--- src/rtl/wide_alu_seq_pkg.sv ---
// Shared definitions for the 16-bit sequencer that drives the 8-bit ALU:
// ALU function codes, widths and the sequencer state type.
package wide_alu_seq_pkg;

  localparam int ALU_W  = 8;
  localparam int DATA_W = 16;
  localparam int OP_W   = 4;

  localparam logic [OP_W-1:0] ADD_FN     = 4'd0;
  localparam logic [OP_W-1:0] ADDC_FN    = 4'd1;
  localparam logic [OP_W-1:0] SUB_FN     = 4'd2;
  localparam logic [OP_W-1:0] SUBC_FN    = 4'd3;
  localparam logic [OP_W-1:0] AND_FN     = 4'd4;
  localparam logic [OP_W-1:0] OR_FN      = 4'd5;
  localparam logic [OP_W-1:0] XOR_FN     = 4'd6;
  localparam logic [OP_W-1:0] MASK_FN    = 4'd7;
  localparam logic [OP_W-1:0] ADD_SIGNED = 4'd8;

  typedef enum logic [1:0] {
    IDLE = 2'd0,
    LO   = 2'd1,
    HI   = 2'd2,
    DONE = 2'd3
  } seq_state_t;

  // ALU control for one byte pass.
  typedef struct packed {
    logic [OP_W-1:0] fn;
    logic            cin;
  } alu_ctl_t;

  function automatic logic is_supported(input logic [OP_W-1:0] fn);
    logic ok;
    ok = 1'b0;
    case (fn)
      ADD_FN, ADDC_FN, SUB_FN, SUBC_FN,
      AND_FN, OR_FN, XOR_FN, MASK_FN: ok = 1'b1;
      default: ok = 1'b0;
    endcase
    return ok;
  endfunction

  function automatic logic is_arith(input logic [OP_W-1:0] fn);
    return (fn == ADD_FN) || (fn == ADDC_FN) || (fn == SUB_FN) || (fn == SUBC_FN);
  endfunction

endpackage

--- src/rtl/wide_alu_seq.sv ---
// Runs a 16-bit operation as two chained passes (low byte, then high byte)
// through an external combinational 8-bit ALU and registers the 16-bit outcome.
module wide_alu_seq
  import wide_alu_seq_pkg::*;
(
  input  logic              clk,
  input  logic              rst,
  input  logic              start,
  input  logic [OP_W-1:0]   op,
  input  logic [DATA_W-1:0] a,
  input  logic [DATA_W-1:0] b,
  input  logic              carry_in,
  output logic [ALU_W-1:0]  alu_in1,
  output logic [ALU_W-1:0]  alu_in2,
  output logic [OP_W-1:0]   alu_op,
  output logic              alu_cin,
  input  logic [ALU_W-1:0]  alu_out,
  input  logic              alu_cout,
  input  logic              alu_z,
  output logic [DATA_W-1:0] result,
  output logic              carry_out,
  output logic              zero,
  output logic              err,
  output logic              busy,
  output logic              done
);

  seq_state_t state_reg, state_next;

  logic [OP_W-1:0]   op_reg;
  logic [DATA_W-1:0] a_reg;
  logic [DATA_W-1:0] b_reg;
  logic              cin_reg;

  logic              carry_reg;
  logic              z_lo_reg;
  logic [ALU_W-1:0]  res_lo_reg;

  logic [DATA_W-1:0] result_reg;
  logic              carry_out_reg;
  logic              zero_reg;
  logic              err_reg;

  logic              capture;
  logic              op_ok;
  alu_ctl_t          ctl;

  // Arithmetic always runs as the carry-chained variant so the high pass can
  // consume the low pass's carry/borrow; only the low pass honours carry_in,
  // and only for ADDC/SUBC.
  function automatic alu_ctl_t map_op(
    input logic [OP_W-1:0] fn,
    input logic            hi_pass,
    input logic            cap_cin,
    input logic            chain
  );
    alu_ctl_t c;
    c.fn  = ADD_FN;
    c.cin = 1'b0;
    case (fn)
      ADD_FN, ADDC_FN: begin
        c.fn  = ADDC_FN;
        c.cin = hi_pass ? chain : ((fn == ADDC_FN) && cap_cin);
      end
      SUB_FN, SUBC_FN: begin
        c.fn  = SUBC_FN;
        c.cin = hi_pass ? chain : ((fn == SUBC_FN) && cap_cin);
      end
      AND_FN, OR_FN, XOR_FN, MASK_FN: begin
        c.fn  = fn;
        c.cin = 1'b0;
      end
      default: begin
        c.fn  = ADD_FN;
        c.cin = 1'b0;
      end
    endcase
    return c;
  endfunction

  assign capture = start && ((state_reg == IDLE) || (state_reg == DONE));
  assign op_ok   = is_supported(op_reg);

  // State register
  always_ff @(posedge clk) begin
    if (rst) begin
      state_reg <= IDLE;
    end else begin
      state_reg <= state_next;
    end
  end

  // Next-state logic
  always_comb begin
    state_next = state_reg;
    case (state_reg)
      IDLE:    state_next = start ? LO : IDLE;
      LO:      state_next = HI;
      HI:      state_next = DONE;
      DONE:    state_next = start ? LO : IDLE;
      default: state_next = IDLE;
    endcase
  end

  // Output logic: ALU drive is combinational from state and captured request.
  always_comb begin
    alu_in1 = '0;
    alu_in2 = '0;
    alu_op  = ADD_FN;
    alu_cin = 1'b0;
    busy    = 1'b0;
    done    = 1'b0;
    ctl     = '0;
    case (state_reg)
      LO: begin
        busy = 1'b1;
        if (op_ok) begin
          ctl     = map_op(op_reg, 1'b0, cin_reg, 1'b0);
          alu_in1 = a_reg[ALU_W-1:0];
          alu_in2 = b_reg[ALU_W-1:0];
          alu_op  = ctl.fn;
          alu_cin = ctl.cin;
        end
      end
      HI: begin
        busy = 1'b1;
        if (op_ok) begin
          ctl     = map_op(op_reg, 1'b1, cin_reg, carry_reg);
          alu_in1 = a_reg[DATA_W-1:ALU_W];
          alu_in2 = b_reg[DATA_W-1:ALU_W];
          alu_op  = ctl.fn;
          alu_cin = ctl.cin;
        end
      end
      DONE: done = 1'b1;
      default: ;
    endcase
  end

  // Request capture and per-pass latching. The visible result only changes at
  // the end of HI so it holds steady for the whole next operation.
  always_ff @(posedge clk) begin
    if (rst) begin
      op_reg        <= ADD_FN;
      a_reg         <= '0;
      b_reg         <= '0;
      cin_reg       <= 1'b0;
      carry_reg     <= 1'b0;
      z_lo_reg      <= 1'b0;
      res_lo_reg    <= '0;
      result_reg    <= '0;
      carry_out_reg <= 1'b0;
      zero_reg      <= 1'b0;
      err_reg       <= 1'b0;
    end else begin
      if (capture) begin
        op_reg  <= op;
        a_reg   <= a;
        b_reg   <= b;
        cin_reg <= carry_in;
      end
      case (state_reg)
        LO: begin
          res_lo_reg <= alu_out;
          carry_reg  <= alu_cout;
          z_lo_reg   <= alu_z;
        end
        HI: begin
          if (op_ok) begin
            result_reg    <= {alu_out, res_lo_reg};
            carry_out_reg <= is_arith(op_reg) ? alu_cout : 1'b0;
            zero_reg      <= z_lo_reg & alu_z;
            err_reg       <= 1'b0;
          end else begin
            result_reg    <= '0;
            carry_out_reg <= 1'b0;
            zero_reg      <= 1'b1;
            err_reg       <= 1'b1;
          end
        end
        default: ;
      endcase
    end
  end

  assign result    = result_reg;
  assign carry_out = carry_out_reg;
  assign zero      = zero_reg;
  assign err       = err_reg;

endmodule

--- config.mk ---
export PLATFORM = sky130hd
export DESIGN_NAME = wide_alu_seq
export DESIGN_NICKNAME = d
export VERILOG_FILES = /design/src/rtl/wide_alu_seq_pkg.sv /design/src/rtl/wide_alu_seq.sv
export SDC_FILE = /design/constraint.sdc
export NUM_CORES = 1
export LEC_CHECK = 0
export CAP_MARGIN = 20
export CORE_ASPECT_RATIO = 0.75
export CORE_UTILIZATION = 30
export DETAILED_ROUTE_END_ITERATION = 8
export DONT_BUFFER_PORTS = 1
export GPL_TIMING_DRIVEN = 0
export PLACE_DENSITY = 0.51
export SETUP_SLACK_MARGIN = 0.3
export SKIP_LAST_GASP = 1
export SYNTH_ARGS = -nofsm -noshare
export SYNTH_HDL_FRONTEND = slang
export SYNTH_SLANG_ARGS = --single-unit
export TNS_END_PERCENT = 50
--- constraint.sdc ---
create_clock -name clk -period 5.4 [get_ports clk]
set_clock_uncertainty 0.1 [all_clocks]
set_input_delay 1.08 -clock clk [delete_from_list [all_inputs] [get_ports clk]]
set_output_delay 1.08 -clock clk [all_outputs]
set_load 0.01 [all_outputs]
* After elaboration in Yosys (flattened, before gate mapping) *
Cells that the tools add are included.

operators by class
  equality and inequality tests = 10
  reductions and logical operators = 14
  muxes and demuxes = 24
  bitwise operators = 1

operators with widths
  cell                count
  $mux 8              4
  $pmux 8 s2          2
  $pmux 5 s3          2
  $eq 4x3->1 const B  4
  $mux 16             1
  $mux 1              10
  $eq 4x2->1 const B  2
  $mux 4              2
  $pmux 4 s2          1
  $reduce_or 2->1     4
  $pmux 2 s3          1
  $eq 2x2->1 const B  2
  $eq 4x1->1 const B  1
  $logic_not 4->1     1
  $logic_or 1x1->1    4
  $reduce_or 4->1     1
  $logic_and 1x1->1   3
  $eq 2x1->1 const B  1
  $logic_not 2->1     1
  $pmux 1 s2          1
  $and 1x1->1         1

storage, ports and cells
  bits of input ports = 50
  flip-flop bits (word level) = 68

* Logic depth before layout (Yosys ltp) *
  word-level depth = 6
  mapped depth = 7
  depth with buffers taken out = 4

* Least setup slack after synthesis *
Ideal clock, no wire load.

  path kind = flip-flop to output port
  from = reg state_reg[0]
  to = out alu_op[0]
  data required time = 4.220 ns
  stages on the path, launching flop included = 7
  arrival = 1.404 ns
  path buffers = 2
  path slack = 2.816 ns
  path through = dfxtp_1 > inv_1 > ha_1 > buf_2 > or2_1 > buf_6 > nor3_2

between the ends
  cells in the longest elaborated chain, start to end = 2
  elaborated cells on any way between the ends = 3
  classes of those cells = 2 x eq/ne; 1 x mux

ends and longest elaborated chain
  element                                          line                 source
  start: declaration                               wide_alu_seq.sv:28   seq_state_t state_reg, state_next;
  start signal: assignment                         wide_alu_seq.sv:89   state_reg <= state_next;
  $eq 2x2->1 / $eq 2x1->1 (equally long branches)  wide_alu_seq.sv:114  case (state_reg)
  $pmux 4 s2 *                                     wide_alu_seq.sv:114
  end: declaration                                 wide_alu_seq.sv:15   output logic [OP_W-1:0] alu_op,

Every way passes the cells marked *; elsewhere a longest branch is shown, timed or not.

* Worst setup path after layout *
Same ends and word-level chain as after synthesis.

==> metrics <==
Yosys reg bits 68; Die W 120 um; first-pass GRT wire length 13900 um; GRT Max-Usage Layer met2; GPL Wtd Cong 0.752; Slew headroom 62.6%; GR Util All Layers 16.7%; setup tns final 0 ns; CTS tree built; htree depth 3; EDFF count, synth 0; minimum clock period 3.07 ns; placed inst area 0.00331 sq mm; Seq/Total Area, Yosys 43.3%; largest net degree at the start of global routing 12; Initial Utilization 31.7%; final-report max-slew violation count 0; Critical Path RT 4.22 ns; First DRT Iteration DRCs 168; adder-cell share of the synthesized area 1.59%; pwr dens 474 mW/mm^2; worst-margin pin slew 0.562 ns; post-route ant nets 0; post-CTS resize count 0; Nets 410; Clock Latency Late Sink 0.32 ns; final instance area 0.00360 sq mm; Multi-input gate area 0.00155 sq mm; final worst-path setup slack 2.33 ns; final setup fails 0; Distinct cells, synth 27; met2 Use GR 24.1%; clock root buffer clkbuf_16; Post-route DRC 0; Global Route met1 Usage 22.7%; commonest non-fill, non-tap cell in the layout dfxtp_1; Mapped Cells 345; # hold bufs at CTS 0; Final Hold Viols 0; drt wl/cell 18.2 um; first-pass detailed-route iteration total 4; GRT Residual Overflow 0; grt met3 use 7.39%; XOR/XNOR Fraction of Synth Area 0%; post-DP HPWL 6450 um; CP Class reg2out; Die Ht 90.7 um; most frequent cells in the layout dfxtp_1 (68), a21oi_1 (56), nand3_1 (37), a21bo_1 (37), nor2_1 (29); Synth Area in Compound Gates 25.0%; Synth Net Count 399; fill cell count 1051; PortBufs 0; Seq. cell area 0.00136 sq mm; largest vdd supply drop 0.000163 V; Leakage Power 1.27 nW; Max-Cap Viols 0; full die area 0.0109 sq mm; CP arrival 1.89 ns; post-synthesis mux area share 3.50%; synth warn 0; I/O pins 92; TritonCTS Sinks 68; drt total wl 8950 um; status completed; # diodes 0; Max clock buf depth 2; final cycle utilization of the critical path 56.9%; post-CTS setup buffers 0; area grow syn2layout 14.3%; core region area 0.00993 sq mm; crit path capture type output pin; FMAX 0.325 GHz; area of the mapped netlist 0.00315 sq mm; Hold WC Path Type reg2reg; vias per inst 5.05; vias in the first global route 2446; share of post-route cells with drive strength above 1 13.3%; RSZ-0062 raised after global routing false; post-synthesis simple-gate area fraction 19.1%; Post-Place Setup Slack 2.64 ns; startpoint types flip-flop; initial antenna violation count 0; Synth async-reset ratio 0%; Worst Path Max Fanout 10; TritonCTS buffer count 9; largest family of logic cells by synthesized area compound AO/OA/AOI/OAI gates; via count 2489; clk slew on worst S/H paths 0.05 ns; Row Count 31; Top FF cell, synth dfxtp_1; Avg Inst Size Synth 9.12 sq um
cell families after synthesis:
| family | after synthesis |
|---|---|
| compound gates | 111 |
| flops | 68 |
| other cells | 1 |
| mux | 11 |
| simple gates | 108 |
| fa+ha+maj | 4 |
| buf+inv | 42 |
worst max-delay path, cell delays in order (launching register included):
cell and delay [ns]:
dfxtp_1 0.37, inv_1 0.06, ha_1 0.28, buf_2 0.15, or2_1 0.23, buf_6 0.15, nor3_2 0.33
Yosys cell counts, types with 3 or more instances:
library cell  count  share of area (%)
ha_1              4                1.6
buf_6             3                1.1
nand3b_1         16                3.8
buf_4             9                2.1
mux2i_1          11                3.5
buf_2            16                2.5
dfxtp_1          68                 43
a22oi_1          16                3.8
nand3_1          37                5.9
a21bo_1          37                 12
nor2_1           29                3.5
a21oi_1          56                8.9
nand2b_1         17                3.4
clkbuf_1         10                1.2
layer usage:
layer,vias up,routed length [um]
met5,-,0
met4,0,40
met3,2,756
met2,71,3930
met1,1182,4230
li1,1234,-
worst paths after layout:
path	start	end	slack [ns]	depth (start not counted)
worst min-delay path	res_lo_reg[7]$_SDFFE_PP0P_	result[7]$_SDFFE_PP0N_	0.39	2
worst min register to register	res_lo_reg[7]$_SDFFE_PP0P_	result[7]$_SDFFE_PP0N_	0.39	2
worst max register to register	state_reg[0]$_SDFF_PP0_	a_reg[8]$_SDFFE_PP0P_	3.67	6
worst max-delay path	state_reg[0]$_SDFF_PP0_	alu_op[0]	2.33	6
through the flow:
stage | power [mW] | utilization (%) | hold slack, ns | cells
finish | 1.71 | 36.2 | 0.388 | 493
detailed placement | 1.16 | 33.4 | 0.381 | 477
CTS | 1.73 | 36.2 | 0.388 | 493
global placement | 1.15 | 33.4 | 0.373 | 477
global route | 1.81 | 36.2 | 0.415 | 493
floorplan | 1.02 | - | 0.359 | 345
cell type report:
class                   count  share of cell area (%)
clock buffers              11                    6.47
inverters                   3                   0.313
flip-flops and latches     68                    37.8
well taps                 132                    4.59
plain buffers              39                    6.19
clock inverters             5                    1.46
multi-input cells         235                    43.1
report_power, final:
| group | leakage [nW] | internal (mW) | switching, mW |
|---|---|---|---|
| clock | 0.139 | 0.355 | 0.206 |
| combinational | 0.579 | 0.195 | 0.326 |
| sequential | 0.556 | 0.575 | 0.0492 |
Note: power is estimated with default switching activity, not from simulation.
